**src/rtl/regfile_wb_arbiter.sv**
```systemverilog
// regfile_wb_arbiter
//
// Write-back arbiter and hazard tracker for a 32x32 register file that has a
// single synchronous write port. Two producers (ALU result path and load
// return path) each feed a one-entry holding buffer through a valid/ready
// handshake. An arbiter picks one buffer per cycle and drives the registered
// write port. Read-after-write hazards are flagged for two decode-stage
// source addresses.
//
// Ports:
//   clk, rst                  clock (rising edge), async active-high reset
//   alu_valid/ready/rd/data   ALU write request handshake
//   mem_valid/ready/rd/data   load write request handshake
//   regwrite/write_reg/
//   write_data                registered register file write port
//   read_reg1/2               decode-stage source addresses
//   hazard1/2                 pending write to read_reg1/2

module regfile_wb_arbiter #(
  parameter int unsigned STARVE_LIMIT = 4,
  parameter int unsigned DATA_W       = 32
) (
  input  logic              clk,
  input  logic              rst,
  // ALU producer
  input  logic              alu_valid,
  output logic              alu_ready,
  input  logic [4:0]        alu_rd,
  input  logic [DATA_W-1:0] alu_data,
  // Load producer
  input  logic              mem_valid,
  output logic              mem_ready,
  input  logic [4:0]        mem_rd,
  input  logic [DATA_W-1:0] mem_data,
  // Register file write port
  output logic              regwrite,
  output logic [4:0]        write_reg,
  output logic [DATA_W-1:0] write_data,
  // Hazard detection
  input  logic [4:0]        read_reg1,
  input  logic [4:0]        read_reg2,
  output logic              hazard1,
  output logic              hazard2
);

  localparam logic [3:0] StarveMax = 4'(STARVE_LIMIT);

  // Holding buffers
  logic              alu_buf_valid_q, alu_buf_valid_d;
  logic [4:0]        alu_buf_rd_q, alu_buf_rd_d;
  logic [DATA_W-1:0] alu_buf_data_q, alu_buf_data_d;
  logic              mem_buf_valid_q, mem_buf_valid_d;
  logic [4:0]        mem_buf_rd_q, mem_buf_rd_d;
  logic [DATA_W-1:0] mem_buf_data_q, mem_buf_data_d;

  // Set when the mem entry is older than the ALU entry; only meaningful while
  // both buffers hold the same destination.
  logic              age_q, age_d;
  logic [3:0]        starve_cnt_q, starve_cnt_d;

  // Registered write port
  logic              regwrite_q, regwrite_d;
  logic [4:0]        write_reg_q, write_reg_d;
  logic [DATA_W-1:0] write_data_q, write_data_d;

  logic grant_alu, grant_mem;
  logic alu_fire, mem_fire;
  logic alu_load, mem_load;

  // ---------------------------------------------------------------------------
  // Arbitration: looks only at buffer contents, never at the request inputs.
  // ---------------------------------------------------------------------------
  always_comb begin
    grant_alu = 1'b0;
    grant_mem = 1'b0;
    if (alu_buf_valid_q && mem_buf_valid_q) begin
      if (alu_buf_rd_q == mem_buf_rd_q) begin
        // Same destination: the older write must land first.
        if (age_q) grant_mem = 1'b1;
        else       grant_alu = 1'b1;
      end else if (starve_cnt_q == StarveMax) begin
        grant_alu = 1'b1;
      end else begin
        grant_mem = 1'b1;
      end
    end else if (alu_buf_valid_q) begin
      grant_alu = 1'b1;
    end else if (mem_buf_valid_q) begin
      grant_mem = 1'b1;
    end
  end

  // ---------------------------------------------------------------------------
  // Handshake. A buffer can accept when empty or when it drains this cycle.
  // ---------------------------------------------------------------------------
  always_comb begin
    alu_ready = !rst && (!alu_buf_valid_q || grant_alu);
    mem_ready = !rst && (!mem_buf_valid_q || grant_mem);
    alu_fire  = alu_valid && alu_ready;
    mem_fire  = mem_valid && mem_ready;
    // x0 writes complete the handshake but are dropped here.
    alu_load  = alu_fire && (alu_rd != 5'd0);
    mem_load  = mem_fire && (mem_rd != 5'd0);
  end

  // ---------------------------------------------------------------------------
  // Buffer next state
  // ---------------------------------------------------------------------------
  always_comb begin
    alu_buf_valid_d = alu_load || (alu_buf_valid_q && !grant_alu);
    alu_buf_rd_d    = alu_load ? alu_rd   : alu_buf_rd_q;
    alu_buf_data_d  = alu_load ? alu_data : alu_buf_data_q;

    mem_buf_valid_d = mem_load || (mem_buf_valid_q && !grant_mem);
    mem_buf_rd_d    = mem_load ? mem_rd   : mem_buf_rd_q;
    mem_buf_data_d  = mem_load ? mem_data : mem_buf_data_q;
  end

  // Age tracking: the entry that stays put while the other is (re)filled is
  // the older one. Simultaneous captures treat ALU as older.
  always_comb begin
    age_d = 1'b0;
    if (alu_buf_valid_d && mem_buf_valid_d) begin
      if (alu_load && !mem_load)      age_d = 1'b1;
      else if (mem_load)              age_d = 1'b0;
      else                            age_d = age_q;
    end
  end

  // Starvation counter: counts edges where a buffered ALU entry loses.
  always_comb begin
    starve_cnt_d = 4'd0;
    if (alu_buf_valid_q && !grant_alu) begin
      starve_cnt_d = (starve_cnt_q == StarveMax) ? starve_cnt_q : starve_cnt_q + 4'd1;
    end
  end

  // ---------------------------------------------------------------------------
  // Write port next state
  // ---------------------------------------------------------------------------
  always_comb begin
    regwrite_d   = grant_alu || grant_mem;
    write_reg_d  = write_reg_q;
    write_data_d = write_data_q;
    if (grant_alu) begin
      write_reg_d  = alu_buf_rd_q;
      write_data_d = alu_buf_data_q;
    end else if (grant_mem) begin
      write_reg_d  = mem_buf_rd_q;
      write_data_d = mem_buf_data_q;
    end
  end

  // ---------------------------------------------------------------------------
  // State registers
  // ---------------------------------------------------------------------------
  always_ff @(posedge clk or posedge rst) begin
    if (rst) begin
      alu_buf_valid_q <= 1'b0;
      alu_buf_rd_q    <= 5'd0;
      alu_buf_data_q  <= '0;
      mem_buf_valid_q <= 1'b0;
      mem_buf_rd_q    <= 5'd0;
      mem_buf_data_q  <= '0;
      age_q           <= 1'b0;
      starve_cnt_q    <= 4'd0;
      regwrite_q      <= 1'b0;
      write_reg_q     <= 5'd0;
      write_data_q    <= '0;
    end else begin
      alu_buf_valid_q <= alu_buf_valid_d;
      alu_buf_rd_q    <= alu_buf_rd_d;
      alu_buf_data_q  <= alu_buf_data_d;
      mem_buf_valid_q <= mem_buf_valid_d;
      mem_buf_rd_q    <= mem_buf_rd_d;
      mem_buf_data_q  <= mem_buf_data_d;
      age_q           <= age_d;
      starve_cnt_q    <= starve_cnt_d;
      regwrite_q      <= regwrite_d;
      write_reg_q     <= write_reg_d;
      write_data_q    <= write_data_d;
    end
  end

  assign regwrite   = regwrite_q;
  assign write_reg  = write_reg_q;
  assign write_data = write_data_q;

  // ---------------------------------------------------------------------------
  // Hazards: any write not yet committed to the register file. The write port
  // register covers the cycle between grant and the register file edge.
  // ---------------------------------------------------------------------------
  function automatic logic pending_write(input logic [4:0] addr);
    pending_write = (addr != 5'd0) &&
                    ((alu_buf_valid_q && (alu_buf_rd_q == addr)) ||
                     (mem_buf_valid_q && (mem_buf_rd_q == addr)) ||
                     (regwrite_q      && (write_reg_q  == addr)));
  endfunction

  always_comb begin
    hazard1 = pending_write(read_reg1);
    hazard2 = pending_write(read_reg2);
  end

  // ---------------------------------------------------------------------------
  // Internal invariants
  // ---------------------------------------------------------------------------
  a_single_grant: assert property (@(posedge clk) disable iff (rst)
    !(grant_alu && grant_mem));
  a_no_x0_alu: assert property (@(posedge clk) disable iff (rst)
    !(alu_buf_valid_q && (alu_buf_rd_q == 5'd0)));
  a_no_x0_mem: assert property (@(posedge clk) disable iff (rst)
    !(mem_buf_valid_q && (mem_buf_rd_q == 5'd0)));
  a_starve_bound: assert property (@(posedge clk) disable iff (rst)
    starve_cnt_q <= StarveMax);

endmodule

```
**config.mk**
```make
export PLATFORM = sky130hd
export DESIGN_NAME = regfile_wb_arbiter
export DESIGN_NICKNAME = d
export VERILOG_FILES = /design/src/rtl/regfile_wb_arbiter.sv
export SDC_FILE = /design/constraint.sdc
export NUM_CORES = 1
export LEC_CHECK = 0
export CORE_MARGIN = 2
export CORE_UTILIZATION = 33
export CTS_BUF_LIST = sky130_fd_sc_hd__clkbuf_8
export DETAILED_ROUTE_END_ITERATION = 12
export GPL_TIMING_DRIVEN = 0
export MAX_ROUTING_LAYER = met4
export PLACE_DENSITY = 0.62
export SYNTH_ARGS = -nofsm -noshare
export SYNTH_HDL_FRONTEND = slang
export SYNTH_SLANG_ARGS = --single-unit
```
**constraint.sdc**
```tcl
create_clock -name clk -period 8.5 [get_ports clk]
set_clock_uncertainty 0.15 [all_clocks]
set_input_delay 1.275 -clock clk [delete_from_list [all_inputs] [get_ports clk]]
set_output_delay 1.275 -clock clk [all_outputs]
set_load 0.02 [all_outputs]
```
==> results of run 1 <==
## through the flow
stage	total power [mW]	cell area [sq um]
5_1_grt	1.88	7590
2_1_floorplan	1.06	5600
4_1_cts	1.80	7590
6_report	1.78	7590
3_3_place_gp	1.27	7170
3_5_place_dp	1.29	7200
## worst register-to-register path, stage by stage (launching register included)
cell and delay, ps:
dfrtp_1 410, inv_1 70, ha_1 210, nand3b_1 270, a21oi_1 130, nor3_1 800, buf_2 390, a221o_1 200
## Yosys cell counts
cell	count
dfrtp_1	119
mux2_2	42
mux2i_1	37
mux2_1	32
nand2_1	25
nor2_1	24
o221a_2	21
xor2_1	21
a221o_1	16
xnor2_1	16
buf_2	9
clkbuf_1	9
a21oi_1	7
buf_6	6
nand3_1	6
nor3_1	6
nor4_1	6
inv_1	5
or4_1	4
a31oi_1	2
and3_1	2
buf_1	2
ha_1	2
o211ai_1	2
a211oi_2	1
a21o_1	1
a31oi_2	1
a31oi_4	1
and2_1	1
nand3b_1	1
nand4_1	1
nor3_4	1
o21ai_0	1
o31ai_1	1
or3_4	1
## power by group
| group | internal, mW | switching (mW) | total (mW) |
|---|---|---|---|
| registers | 0.679 | 0.0857 | 0.765 |
| clock network | 0.286 | 0.221 | 0.507 |
| logic | 0.276 | 0.234 | 0.509 |
| total | 1.24 | 0.540 | 1.78 |
## per-layer routing
layer	routed length, um	part of all wire	vias up
met4	166	0.012	0
met5	0	0	-
met3	682	0.047	10
li1	-	-	1881
met1	6510	0.45	2041
met2	7060	0.49	108
## final cells by class
cell class / count / share of cell area
well taps: 220 / 0.0363
flip-flops and latches: 119 / 0.392
multi-input cells: 282 / 0.323
clock inverters: 9 / 0.0135
repair buffers: 130 / 0.174
clock buffers: 21 / 0.0381
plain buffers: 26 / 0.0203
inverters: 5 / 0.00313
## final timing paths
check,endpoint,startpoint,cells after the start
hold reg to reg,alu_buf_data_q[12]$_DFFE_PP0P_,alu_buf_data_q[12]$_DFFE_PP0P_,1
setup reg to reg,write_data[0]$_DFFE_PP0P_,starve_cnt_q[0]$_DFFE_PP0P_,7
min in group asynchronous,mem_buf_data_q[21]$_DFFE_PP0P_,rst,2
hold / removal,alu_buf_data_q[12]$_DFFE_PP0P_,alu_buf_data_q[12]$_DFFE_PP0P_,1
max in group asynchronous,mem_buf_data_q[9]$_DFFE_PP0P_,rst,3
setup / recovery,hazard2,read_reg2[1],7
## kinds of logic (layout without fill, tap and decap cells)
logic type	after synthesis	in the layout	synth area share
adder cells (fa/ha/maj)	2	2	0.00447
buffers and inverters	31	191	0.0308
AND/OR/NAND/NOR	78	78	0.0664
flip-flops	119	119	0.532
AO/OA/AOI/OAI	54	54	0.0938
multiplexers	111	111	0.215
XOR/XNOR	37	37	0.0579
==> flow_metrics.py, run 1 <==
metrics = {
    "timing": {
        "min_period_ps": 4690,
        "rsz0062_at_grt": "false",
        "hold_ws_ps": 340,
        "post-route-period-util": 0.552,
        "slew_headroom": 0.352,
        "finalSetupViolCount": 0,
        "totalNegativeSetupSlack_ps": 0,
        "clock.fmax_mhz": 213,
        "hold_violations": 0,
        "layout_setup_ws_ps": 3810,
        "slew_viol_final": 0,
        "tightest_slew_ps": 964,
    },
    "final_layout": {
        "final_cells": 812,
        "layout-drive-gt1-share": 0.191,
        "syn_to_final_growth_pct": 35.5,
        "ff_latch_area_sq_um": 2980,
        "final_common_cell": "clkdlybuf4s50_1",
        "diodes": 0,
        "fin_util": 0.458,
        "multi_input_area_sq_um": 2450,
        "fillers": 1558,
        "finalNetCount": 671,
        "layout_common_cells": "clkdlybuf4s50_1 (129), dfrtp_1 (119), mux2_2 (42)",
    },
    "clock_tree": {
        "clk_pin_slew_ps": 60,
        "cts_made_buffers": 17,
        "ctsResizeCount": 0,
        "worst_skew_pair.late_latency_ps": 430,
        "htreeDepth": 4,
        "hold_buffers": 0,
        "cts_tree": "yes",
        "cts.sinks": 119,
        "post-cts-setup-buffers": 0,
        "clockRootBuffer": "clkbuf_8",
        "cts.path.max_buffers": 2,
    },
    "floorplanning": {
        "fp.coreArea_sq_um": 16600,
        "initial_utilization": 0.338,
        "die_w_um": 134,
        "io_pins": 130,
        "dieArea_sq_um": 18000,
        "core.rowCount": 47,
        "die_h_um": 134,
    },
    "synthesis": {
        "synth_cell_types": 35,
        "synth_area_leaders": "dfrtp_1 (53%), mux2_2 (8.4%), mux2i_1 (6.6%), mux2_1 (6.4%), o221a_2 (4.2%)",
        "syn_area_sq_um": 5600,
        "yosysSeqAreaShare": 0.532,
        "syn_inst": 432,
        "syn-num-nets": 522,
        "yosysTopAreaCellShare": 0.532,
        "ys_warn_count": 0,
        "yosysTopAreaCell": "dfrtp_1",
        "ys_ff_latch": 119,
        "syn_avg_cell_area_sq_um": 13.0,
    },
    "job": {
        "max-cap-violations": 0,
    },
    "setup_path": {
        "worstSetupPathType": "primary input to output pin",
        "ff2ff_setup_slack_ps": 5820,
        "start_kind": "primary input",
        "path_cells": "clkdlybuf4s50_1 > xor2_1 > nor4_1 > and3_1 > a31oi_1 > a21oi_1 > clkdlybuf4s50_1",
        "critPathSlowestCell": "clkdlybuf4s50_1",
        "cp.required_ps": 7070,
        "crit_path_frequent_cell": "clkdlybuf4s50_1",
        "endpoint_kind": "output pin",
        "crit_buf_inv": 2,
        "crit_family": "buffers and inverters",
        "path_max_fanout": 4,
        "arrival_ps": 3270,
        "slowest_delay_ps": 630,
    },
    "place": {
        "gp_congestion": 0.783,
        "dpl.hpwl_mm": 10.2,
        "placed_cells": 782,
        "pre_cts_ws_ps": 3800,
        "io_buffers": 129,
    },
    "detailed_routing": {
        "routed_wl_mm": 14.4,
        "via_per_inst": 4.98,
        "ant_nets": 0,
        "first_pass_iters": 4,
        "drtIter0Drc": 196,
        "via_count": 4040,
        "drc_errors": 0,
        "wl_per_cell_um": 17.8,
    },
    "grt": {
        "grt_pass1_wl_mm": 23.7,
        "grt-ovfl-total": 0,
        "grt_max_degree": 82,
        "met3_usage": 0.0499,
        "track_usage": 0.176,
        "grt_most_used_layer": "met2",
        "grt_pass1_vias": 4454,
        "use_met2": 0.283,
        "use_met1": 0.216,
        "antenna_found_initial": 0,
    },
    "run_status": {
        "status": "finished clean",
    },
    "pwr": {
        "vdd_ir_drop_max_v": 0.000139,
        "power_density_nw_per_um2": 235,
        "p_leak_nw": 3.10,
    },
    "min_path": {
        "holdCritPathClass": "register to register",
    },
}
Power figures use the tool's default switching activity.
==> inputs of run 2 (changes only) <==
==> constraint.sdc (replaced) <==
create_clock -name clk -period 4.9 [get_ports clk]
set_clock_uncertainty 0.15 [all_clocks]
set_input_delay 0.735 -clock clk [delete_from_list [all_inputs] [get_ports clk]]
set_output_delay 0.735 -clock clk [all_outputs]
set_load 0.02 [all_outputs]
==> run 2 against run 1 <==
Hold slack got worse by 2.0 ps. Non-clock buffer count increased by 2. Worst setup slack got worse by 2800 ps. Sequential power increased by 73%. Clock-buffer cell count decreased by 2. Register-to-register slack got worse by 3600 ps. Critical endpoint unchanged. Largest power group unchanged. Highest routed layer unchanged.
==> flow_metrics.py, run 2 (synthesis gave the netlist of run 1 again) <==
metrics = {
    "final_layout": {
        "fillers": 1524,
        "syn_to_final_growth_pct": 35.8,
        "final_area_sq_um": 7610,
        "fin_util": 0.459,
        "final_common_cell": "clkdlybuf4s50_1",
        "layout-drive-gt1-share": 0.193,
        "finalNetCount": 673,
        "diodes": 0,
        "layout_common_cells": "clkdlybuf4s50_1 (129), dfrtp_1 (119), mux2_2 (42)",
    },
    "clock_tree": {
        "hold_buffers": 0,
        "post-cts-setup-buffers": 0,
        "ctsResizeCount": 0,
        "clockRootBuffer": "clkbuf_8",
        "cts_tree": "yes",
        "cts_made_buffers": 17,
        "clk_pin_slew_ps": 70,
        "cts.sinks": 119,
        "worst_skew_pair.late_latency_ps": 450,
        "cts.path.max_buffers": 2,
        "htreeDepth": 4,
    },
    "job": {
        "max-cap-violations": 0,
    },
    "timing": {
        "post-route-period-util": 0.798,
        "hold_violations": 0,
        "slew_viol_final": 0,
        "finalSetupViolCount": 0,
        "tightest_slew_ps": 999,
        "min_period_ps": 3910,
        "rsz0062_at_grt": "false",
        "clock.fmax_mhz": 256,
        "slew_headroom": 0.329,
    },
    "grt": {
        "antenna_found_initial": 0,
        "grt_pass1_wl_mm": 23.0,
        "track_usage": 0.172,
        "grt_max_degree": 44,
        "grt-ovfl-total": 0,
        "grt_pass1_vias": 4341,
    },
    "min_path": {
        "holdCritPathClass": "register to register",
    },
    "setup_path": {
        "worstSetupPathType": "register to output pin",
        "cp.required_ps": 4010,
        "start_kind": "register",
        "arrival_ps": 3030,
        "endpoint_kind": "output pin",
        "path_max_fanout": 10,
    },
    "pwr": {
        "vdd_ir_drop_max_v": 0.000185,
        "p_leak_nw": 3.11,
        "power_density_nw_per_um2": 404,
    },
    "detailed_routing": {
        "drtIter0Drc": 143,
        "wl_per_cell_um": 17.8,
        "drc_errors": 0,
        "via_per_inst": 4.97,
        "first_pass_iters": 4,
        "routed_wl_mm": 14.5,
        "ant_nets": 0,
        "via_count": 4054,
    },
    "run_status": {
        "status": "finished clean",
    },
    "floorplanning": {
        "fp.coreArea_sq_um": 16600,
        "initial_utilization": 0.338,
        "core.rowCount": 47,
        "die_h_um": 134,
        "die_w_um": 134,
        "io_pins": 130,
        "dieArea_sq_um": 18000,
    },
    "place": {
        "io_buffers": 129,
        "gp_congestion": 0.789,
        "dpl.hpwl_mm": 10.2,
        "placedInstanceArea_sq_um": 7230,
    },
}
-- run 2: final timing paths --
path                                                 from                        endpoint  slack (ps)  cells after the start
max                             mem_buf_valid_q$_DFF_PP0_                         hazard2         990                      6
min                        alu_buf_data_q[14]$_DFFE_PP0P_  alu_buf_data_q[14]$_DFFE_PP0P_         340                      1
max reg2reg                   alu_buf_rd_q[3]$_DFFE_PP0P_       write_data[6]$_DFFE_PP0P_        2180                      6
min reg2reg                alu_buf_data_q[14]$_DFFE_PP0P_  alu_buf_data_q[14]$_DFFE_PP0P_         340                      1
max in group asynchronous                             rst       write_data[4]$_DFFE_PP0P_        3600                      3
min in group asynchronous                             rst     mem_buf_rd_q[4]$_DFFE_PP0P_         500                      2
-- run 2: critical path: stages (launching register included) --
cell	delay, ps
dfrtp_1	330
clkbuf_1	220
buf_2	360
buf_1	720
nand3_1	160
a21oi_1	170
clkdlybuf4s50_1	620
-- run 2: layout make-up --
cell class / instances / area [sq um] / share of cell area
Clock buffer: 19 / 262 / 0.0344
Sequential cell: 119 / 2980 / 0.391
Inverter: 5 / 22.5 / 0.00296
Buffer: 26 / 154 / 0.0202
Tap cell: 220 / 275 / 0.0362
Multi-Input combinational cell: 282 / 2450 / 0.322
Clock inverter: 13 / 115 / 0.0151
Timing Repair Buffer: 132 / 1350 / 0.178
-- run 2: layer usage --
layer / GRT usage / wire [um] / share of wire
met1: 0.210 / 6380 / 0.44
met5: - / 0 / 0
met2: 0.277 / 7190 / 0.50
met3: 0.0465 / 738 / 0.051
met4: 0.0556 / 203 / 0.014
-- run 2: where the power goes --
| group | switching [mW] | leakage, nW | internal, mW |
|---|---|---|---|
| logic | 0.404 | 1.49 | 0.480 |
| clock network | 0.400 | 0.206 | 0.466 |
| registers | 0.146 | 1.41 | 1.18 |
-- run 2: per-stage QoR --
step	power (mW)	hold slack, ps	instances	worst slack, ps	setup TNS [ps]
finish	3.07	338	816	989	0
floorplan	1.83	309	432	965	0
CTS	3.11	343	816	927	0
global placement	2.20	320	781	-948	-58830
global route	3.23	354	816	779	0
detailed placement	2.23	328	784	1290	0
==> inputs of run 3 (changes only) <==
==> constraint.sdc (replaced) <==
create_clock -name clk -period 3.7 [get_ports clk]
set_clock_uncertainty 0.15 [all_clocks]
set_input_delay 0.555 -clock clk [delete_from_list [all_inputs] [get_ports clk]]
set_output_delay 0.555 -clock clk [all_outputs]
set_load 0.02 [all_outputs]
==> run 3 against run 2 <==
Critical path depth shrank 1. Sequential power grew 33%. Clock power grew 28%. Non-clock buffer count shrank 2. Cell count shrank 0.12%. Die area is the same. Routed wire length shrank 1.5%. Critical path type unchanged. Largest cell class unchanged. Largest power group unchanged.
==> flow_metrics.py, run 3 (synthesis gave the netlist of run 1 again) <==
metrics = {
    "run_status": {
        "status": "finished clean",
    },
    "detailed_routing": {
        "drtIter0Drc": 170,
        "wl_per_cell_um": 17.5,
        "via_per_inst": 4.98,
        "first_pass_iters": 4,
        "ant_nets": 0,
        "routed_wl_mm": 14.3,
        "drc_errors": 0,
        "via_count": 4057,
    },
    "min_path": {
        "hold_depth": 1,
        "holdCritPathClass": "register to register",
    },
    "pwr": {
        "p_leak_nw": 3.08,
        "intPower_mw": 2.74,
        "switching_share": 0.320,
        "power_frac_clock": 0.276,
        "pwr-share-seq": 0.435,
        "power_switching_mw": 1.29,
        "power_density_nw_per_um2": 532,
        "finalPower_mw": 4.03,
        "vdd_ir_drop_max_v": 0.000295,
        "power_frac_comb": 0.289,
    },
    "setup_path": {
        "path_max_fanout": 10,
        "crit_path_frequent_cell": "clkbuf_1",
        "worstSetupPathType": "register to output pin",
        "cp.required_ps": 2990,
        "cp_num_cells": 5,
        "rr_worst_depth": 7,
        "arrival_ps": 2640,
        "path_cells": "clkbuf_1 > clkbuf_1 > a31oi_1 > a21oi_1 > clkdlybuf4s50_1",
        "slowest_delay_ps": 630,
        "r2r-end": "write_data[9]$_DFFE_PP0P_",
        "ff2ff_setup_slack_ps": 1010,
        "endpoint": "hazard2",
        "worstReg2RegStart": "mem_buf_rd_q[4]$_DFFE_PP0P_",
        "start_kind": "register",
        "crit_buf_inv": 3,
        "endpoint_kind": "output pin",
        "crit_family": "buffers and inverters",
        "crit_start": "alu_buf_valid_q$_DFF_PP0_",
        "critPathSlowestCell": "clkdlybuf4s50_1",
    },
    "place": {
        "io_buffers": 129,
        "placedInstanceArea_sq_um": 7210,
        "placed_cells": 783,
        "gp_congestion": 0.772,
        "dpl.hpwl_mm": 10.1,
    },
    "grt": {
        "track_usage": 0.170,
        "grt_pass1_vias": 4272,
        "met3_usage": 0.0518,
        "grt_most_used_layer": "met2",
        "use_met1": 0.205,
        "grt_pass1_wl_mm": 22.7,
        "grt-ovfl-total": 0,
        "grt_max_degree": 43,
        "antenna_found_initial": 1,
        "use_met2": 0.269,
    },
    "clock_tree": {
        "clk_pin_slew_ps": 70,
        "ctsResizeCount": 0,
        "htreeDepth": 4,
        "cts_made_buffers": 17,
        "post-cts-setup-buffers": 0,
        "clockRootBuffer": "clkbuf_8",
        "worst_skew_pair.late_latency_ps": 440,
        "cts.sinks": 119,
        "hold_buffers": 0,
        "cts.path.max_buffers": 2,
        "cts_tree": "yes",
    },
    "final_layout": {
        "finalNetCount": 671,
        "syn_to_final_growth_pct": 35.4,
        "final_cells": 815,
        "layout_common_cells": "clkdlybuf4s50_1 (129), dfrtp_1 (119), mux2_2 (42)",
        "layout-drive-gt1-share": 0.199,
        "final_area_sq_um": 7580,
        "final_common_cell": "clkdlybuf4s50_1",
    },
    "timing": {
        "slew_viol_final": 0,
        "finalSetupViolCount": 0,
        "slew_headroom": 0.319,
        "rsz0062_at_grt": "false",
        "clock.fmax_mhz": 299,
        "min_period_ps": 3350,
        "tightest_slew_ps": 1010,
        "post-route-period-util": 0.905,
        "hold_violations": 0,
    },
    "floorplanning": {
        "fp.coreArea_sq_um": 16600,
        "die_h_um": 134,
        "initial_utilization": 0.338,
        "die_w_um": 134,
        "core.rowCount": 47,
        "dieArea_sq_um": 18000,
        "io_pins": 130,
    },
    "job": {
        "max-cap-violations": 0,
    },
}
run 3: cell count changes in the layout (fill, tap and decap cells not counted):
cell        delta
clkinv_2       -1
clkinv_4       +2
inv_6          +3
diode_2        +1
clkinvlp_4     +2
clkbuf_8       -1
buf_12         -1
buf_1          -1
inv_1          -4
bufinv_16      -1
run 3: cell type report:
cell class,count,area (sq um)
diodes,1,2.50
fillers,1533,9000
flip-flops and latches,119,2980
repair buffers,131,1330
plain buffers,25,150
multi-input cells,282,2450
well taps,220,275
inverters,5,22.5
clock inverters,14,124
clock buffers,18,248
run 3: worst min path at each step:
stage / from / end / slack [ps]
global placement: alu_buf_data_q[1]$_DFFE_PP0P_ / alu_buf_data_q[1]$_DFFE_PP0P_ / 320
CTS: alu_buf_data_q[24]$_DFFE_PP0P_ / alu_buf_data_q[24]$_DFFE_PP0P_ / 350
floorplan: alu_buf_data_q[11]$_DFFE_PP0P_ / alu_buf_data_q[11]$_DFFE_PP0P_ / 310
global route: alu_buf_data_q[3]$_DFFE_PP0P_ / alu_buf_data_q[3]$_DFFE_PP0P_ / 360
detailed placement: alu_buf_data_q[24]$_DFFE_PP0P_ / alu_buf_data_q[24]$_DFFE_PP0P_ / 330
finish: alu_buf_data_q[3]$_DFFE_PP0P_ / alu_buf_data_q[3]$_DFFE_PP0P_ / 340
run 3: metrics by stage:
| stage | TNS [ps] | utilization | worst slack (ps) | hold WS (ps) |
|---|---|---|---|---|
| 6_report | 0 | 0.457 | 351 | 339 |
| 5_1_grt | 0 | 0.457 | 153 | 356 |
| 4_1_cts | 0 | 0.457 | 268 | 345 |
| 3_5_place_dp | -2920 | 0.435 | -112 | 327 |
| 3_3_place_gp | -139580 | 0.432 | -2000 | 319 |
| 2_1_floorplan | -1680 | - | -55.3 | 309 |
run 3: worst reg2reg max path: stages, from the launching register on:
cell,delay [ps]
dfrtp_1,360
buf_2,170
xnor2_1,180
and3_1,240
a21oi_1,120
nor3_1,830
buf_2,390
a221o_1,190
run 3: routing by layer:
layer  vias up  share of wire
met1      2026           0.44
met2       114           0.48
met4         0          0.017
met3        19          0.055
met5         -              0
li1       1898              -
run 3: power groups by stage:
stage / Clock (mW) / Sequential (mW) / Combinational, mW
after floorplan: 0 / 1.87 / 0.559
after global placement: 0 / 1.77 / 1.15
after detailed placement: 0 / 1.78 / 1.18
after CTS: 1.15 / 1.75 / 1.18
after global routing: 1.21 / 1.79 / 1.27
final: 1.11 / 1.75 / 1.17
